===== src/rtl/puf_crp_ctrl.sv =====
// Challenge/response collection controller for the feed-forward arbiter PUF level.
// Drives LFSR challenges and clear pulses, then packs NBITS sampled responses into one word.
module puf_crp_ctrl #(
    parameter int          NBITS  = 32,
    parameter int          SETTLE = 4,
    parameter logic [31:0] SEED   = 32'h0000_0001
) (
    input  logic             clk,
    input  logic             clr,
    input  logic             start,
    input  logic             seed_load,
    input  logic [31:0]      seed,
    output logic [31:0]      C,
    output logic             puf_clr,
    input  logic             puf_r,
    output logic [NBITS-1:0] resp,
    output logic             resp_valid,
    input  logic             resp_ready,
    output logic             busy,
    output logic [2:0]       dbg_state
);

    localparam int BW = $clog2(NBITS) + 1;
    localparam int SW = $clog2(SETTLE) + 1;
    localparam logic [BW-1:0] BIT_LAST    = BW'(NBITS - 1);
    localparam logic [SW-1:0] SETTLE_LAST = SW'(SETTLE - 1);

    typedef enum logic [2:0] {
        S_IDLE   = 3'd0,
        S_CLEAR  = 3'd1,
        S_EVAL   = 3'd2,
        S_SAMPLE = 3'd3,
        S_DONE   = 3'd4
    } state_t;

    state_t          state;
    state_t          state_nxt;
    logic [31:0]     lfsr;
    logic [BW-1:0]   bit_cnt;
    logic [SW-1:0]   settle_cnt;
    logic            load_seed;
    logic            accept_start;
    logic            lfsr_fb;

    assign lfsr_fb   = lfsr[31] ^ lfsr[21] ^ lfsr[1] ^ lfsr[0];
    assign C         = lfsr;
    assign dbg_state = state;

    always_ff @(posedge clk) begin
        if (clr) begin
            state <= S_IDLE;
        end else begin
            state <= state_nxt;
        end
    end

    // Handshake: resp_valid is high exactly while in DONE; a word transfers on an edge
    // where resp_valid && resp_ready, and resp is held unchanged until that edge.
    always_comb begin
        state_nxt    = state;
        puf_clr      = 1'b1;
        resp_valid   = 1'b0;
        busy         = 1'b1;
        load_seed    = 1'b0;
        accept_start = 1'b0;
        case (state)
            S_IDLE: begin
                busy = 1'b0;
                if (seed_load) begin
                    load_seed = 1'b1;
                end else if (start) begin
                    accept_start = 1'b1;
                    state_nxt    = S_CLEAR;
                end
            end
            S_CLEAR: begin
                state_nxt = S_EVAL;
            end
            S_EVAL: begin
                puf_clr = 1'b0;
                if (settle_cnt == SETTLE_LAST) begin
                    state_nxt = S_SAMPLE;
                end
            end
            S_SAMPLE: begin
                puf_clr   = 1'b0;
                state_nxt = (bit_cnt == BIT_LAST) ? S_DONE : S_CLEAR;
            end
            S_DONE: begin
                resp_valid = 1'b1;
                if (resp_ready) begin
                    state_nxt = S_IDLE;
                end
            end
            default: begin
                state_nxt = S_IDLE;
            end
        endcase
    end

    // The LFSR only moves in SAMPLE so C stays constant across one bit's clear/eval/sample.
    always_ff @(posedge clk) begin
        if (clr) begin
            lfsr       <= SEED;
            resp       <= '0;
            bit_cnt    <= '0;
            settle_cnt <= '0;
        end else begin
            if (load_seed) begin
                lfsr <= (seed == 32'h0) ? 32'h0000_0001 : seed;
            end else if (state == S_SAMPLE) begin
                lfsr <= {lfsr[30:0], lfsr_fb};
            end

            if (accept_start) begin
                bit_cnt <= '0;
                resp    <= '0;
            end else if (state == S_SAMPLE) begin
                bit_cnt <= bit_cnt + BW'(1);
                resp    <= {resp[NBITS-2:0], puf_r};
            end

            if (state == S_CLEAR) begin
                settle_cnt <= '0;
            end else if (state == S_EVAL) begin
                settle_cnt <= settle_cnt + SW'(1);
            end
        end
    end

endmodule


===== config.mk =====
export PLATFORM = sky130hd
export DESIGN_NAME = puf_crp_ctrl
export DESIGN_NICKNAME = d
export VERILOG_FILES = /design/src/rtl/puf_crp_ctrl.sv
export SDC_FILE = /design/constraint.sdc
export NUM_CORES = 1
export LEC_CHECK = 0
export ABC_AREA = 1
export BUFFER_PORTS_ARGS = -buffer_cell sky130_fd_sc_hd__buf_2
export CAP_MARGIN = 20
export CELL_PAD_IN_SITES_DETAIL_PLACEMENT = 0
export CELL_PAD_IN_SITES_GLOBAL_PLACEMENT = 1
export CORE_MARGIN = 2
export CORE_UTILIZATION = 35
export DETAILED_ROUTE_END_ITERATION = 7
export PLACE_DENSITY_LB_ADDON = 0.2
export SLEW_MARGIN = 10
export SYNTH_ARGS = -nofsm -noshare
export SYNTH_HDL_FRONTEND = slang
export SYNTH_SLANG_ARGS = --single-unit

===== constraint.sdc =====
create_clock -name clk -period 1.4 [get_ports clk]
set_input_delay 0.21 -clock clk [delete_from_list [all_inputs] [get_ports clk]]
set_output_delay 0.21 -clock clk [all_outputs]
set_load 0.01 [all_outputs]

==> flow_metrics.py <==
metrics = {
    "timing": {
        "finalSetupTns_ns": 0,
        "skew_ns": 0.00916,
        "finalSetupViolations": 0,
        "period_minus_slack_ns": 1.35,
        "fmax_ghz": 0.739,
        "slew_headroom_pct": 84.1,
        "setup_slack_ns": 0.0470,
        "final-max-slew-violation-count": 0,
        "hold_ws_ns": 0.0696,
        "period_share_pct": 96.6,
        "final-hold-violation-count": 0,
        "rsz0062_at_grt": "yes",
        "tightest_slew_ns": 0.238,
    },
    "worst_setup_path": {
        "critPathMaxFanout": 4,
        "cp_common_cell": "nand2_2",
        "arrival_ns": 1.14,
        "cp_slowest_stage_delay_ns": 0.37,
        "path_cells": "nor2_4, nand2_2, nand2_2, inv_1, buf_2",
        "crit_buf_inv": 2,
        "crit_path_start_kind": "register",
        "endpoint_kind": "output pin",
        "criticalPathCategory": "reg -> out",
        "cp_top_family": "flip-flops",
        "critical_path_required_ns": 1.19,
        "crit_slowest_cell": "dfxtp_4",
    },
    "clock_network": {
        "clock_path_buffers": 2,
        "root_buffer": "clkbuf_8",
        "cts.sinks": 76,
        "clk_latency_ns": 0.35,
        "cts_hold_buffers": 0,
        "cts_tree": "yes",
        "numCtsBuffers": 9,
        "cts_max_level": 3,
        "clkTransAtPathRegs_ns": 0.08,
    },
    "detailed_routing": {
        "wl_mm": 8.62,
        "drtPass1Iterations": 4,
        "ant_nets": 0,
        "num_vias": 3265,
        "first_iter_violations": 152,
        "drc": 0,
        "wire_per_inst_um": 12.9,
        "viasPerCell": 4.89,
    },
    "global_routing": {
        "track_usage_pct": 17.1,
        "grt_max_degree": 38,
        "grt_pass1_vias": 2921,
        "antenna_found_initial": 0,
        "grt_pass1_wl_mm": 13.7,
        "grt_overflow": 0,
    },
    "logic_synthesis": {
        "synthCells": 438,
        "synth_simple_gate_area_share_pct": 22.2,
        "muxShareOfSynthArea_pct": 0,
        "synth_nets": 479,
        "synth_top_family_by_area": "compound AO/OA/AOI/OAI gates",
        "syn_area_um2": 3210,
        "ys_warn_count": 0,
        "yosysSeqAreaShare_pct": 47.4,
        "synth_xor_area_share_pct": 1.09,
        "ys_ff_latch": 76,
        "synth-compound-area-share_pct": 22.2,
        "synth_fa_ha_area_share_pct": 1.17,
        "synth.distinct_cells": 27,
        "avgSynthCellArea_um2": 7.32,
    },
    "placement": {
        "hpwl_mm": 5.94,
        "post-place-ws_ns": 0.0197,
        "portBuffers": 107,
        "gp_routability_congestion": 0.810,
        "dp.cells": 645,
    },
    "pwr": {
        "power_leakage_uw": 0.00186,
        "p_per_area_nw_per_um2": 1260,
        "peakVddDrop_v": 0.000613,
    },
    "outcome": {
        "status": "complete, no violations",
    },
    "cells_and_area": {
        "final_common_cell": "nand2_1",
        "fin_util_pct": 48.5,
        "areaGrowthSynthToFinish_pct": 33.2,
        "stdcell_count": 668,
        "layout_common_cells": "nand2_1, buf_2, dfxtp_1",
        "drive_above_1_share_pct": 29.8,
        "antenna_cells": 0,
        "nets": 596,
    },
    "worst_hold_path": {
        "min_path_type": "in -> reg",
    },
    "floorplanning": {
        "die_w_um": 99.7,
        "start_util_pct": 36.4,
        "die_h_um": 99.7,
        "row_count": 34,
        "core_area_um2": 8810,
        "dieArea_um2": 9940,
        "ios": 108,
    },
    "run": {
        "maxCapViolCount": 0,
    },
}
==> area by class of cell <==
| class | count | area (µm²) |
|---|---|---|
| repair buffers | 132 | 827 |
| fillers | 930 | 4530 |
| clock inverters | 7 | 58.8 |
| flip-flops and latches | 76 | 1530 |
| inverters | 13 | 53.8 |
| multi-input cells | 323 | 1540 |
| clock buffers | 9 | 124 |
| well taps | 108 | 135 |
==> metrics by stage <==
step           instance area, µm²  power [µW]
5_1_grt                      4270        5690
6_report                     4270        5380
3_5_place_dp                 3940        3770
2_1_floorplan                3210        3270
3_3_place_gp                 3940        3760
4_1_cts                      4180        5380
==> registers in the layout (all words and copies together), names as in the netlist <==
name and cells:
bit_cnt 6, dbg_state 3, resp 32, C 32, settle_cnt 3
==> worst reg2reg max path, delay by kind of cell, from the launching register on <==
kind / cells / cell delay, ns
AOI/OAI and AO/OA: 2 / 0.27
buffers and inverters: 2 / 0.38
DFF: 1 / 0.37
and+or+nand+nor: 2 / 0.22
==> path summary, 6_finish.rpt <==
| kind | depth (start not counted) | end | startpoint | slack, ns |
|---|---|---|---|---|
| hold reg to reg | 2 | settle_cnt[1] | settle_cnt[1] | 0.47 |
| setup / recovery | 5 | puf_clr | dbg_state[0] | 0.05 |
| setup reg to reg | 6 | resp[23] | dbg_state[0] | 0.06 |
| hold / removal | 2 | dbg_state[1] | clr | 0.07 |
==> layer usage <==
metal | global-route usage (%) | part of all wire [%] | vias up
li1 | - | - | 1696
met1 | 22.5 | 48 | 1466
met2 | 26.2 | 44 | 86
met3 | 5.20 | 6.2 | 17
met4 | 6.53 | 2.0 | 0
met5 | 0 | 0 | -
==> report_power, final <==
part	internal, µW	switching (µW)	total [µW]
clock	664	892	1560
combinational	564	749	1310
sequential	2350	160	2510
==> repair_timing <==
| action | 4_1_cts | 5_1_grt |
|---|---|---|
| hold endpoints to repair | 0 | 0 |
| pin swaps | 1 | 3 |
| setup buffers | 4 | 2 |
| gates cloned | 0 | 1 |
| endpoints found under the setup margin | 2 | 63 |
| gates resized for setup | 5 | 14 |
==> logic make-up after synthesis <==
family / Yosys count
fa+ha+maj: 3
flops: 76
simple gates: 175
xor+xnor: 4
buf+inv: 39
compound gates: 141
==> synthesized netlist by cell type (all sizes together) <==
library cell	count	share of area, %
nand3	6	1.3
nand2	130	16
clkbuf	8	0.94
o21a	1	0.23
dfxtp	76	47
buf	18	3.4
o21ai	67	10
a211oi	1	0.23
a21oi	71	11
nor3	4	0.62
or2	2	0.39
o21bai	1	0.23
xnor2	1	0.27
nand3b	1	0.23
ha	3	1.2
xor2	3	0.82
inv	13	1.5
nor2	32	4.1
(Power assumes the default switching activity.)
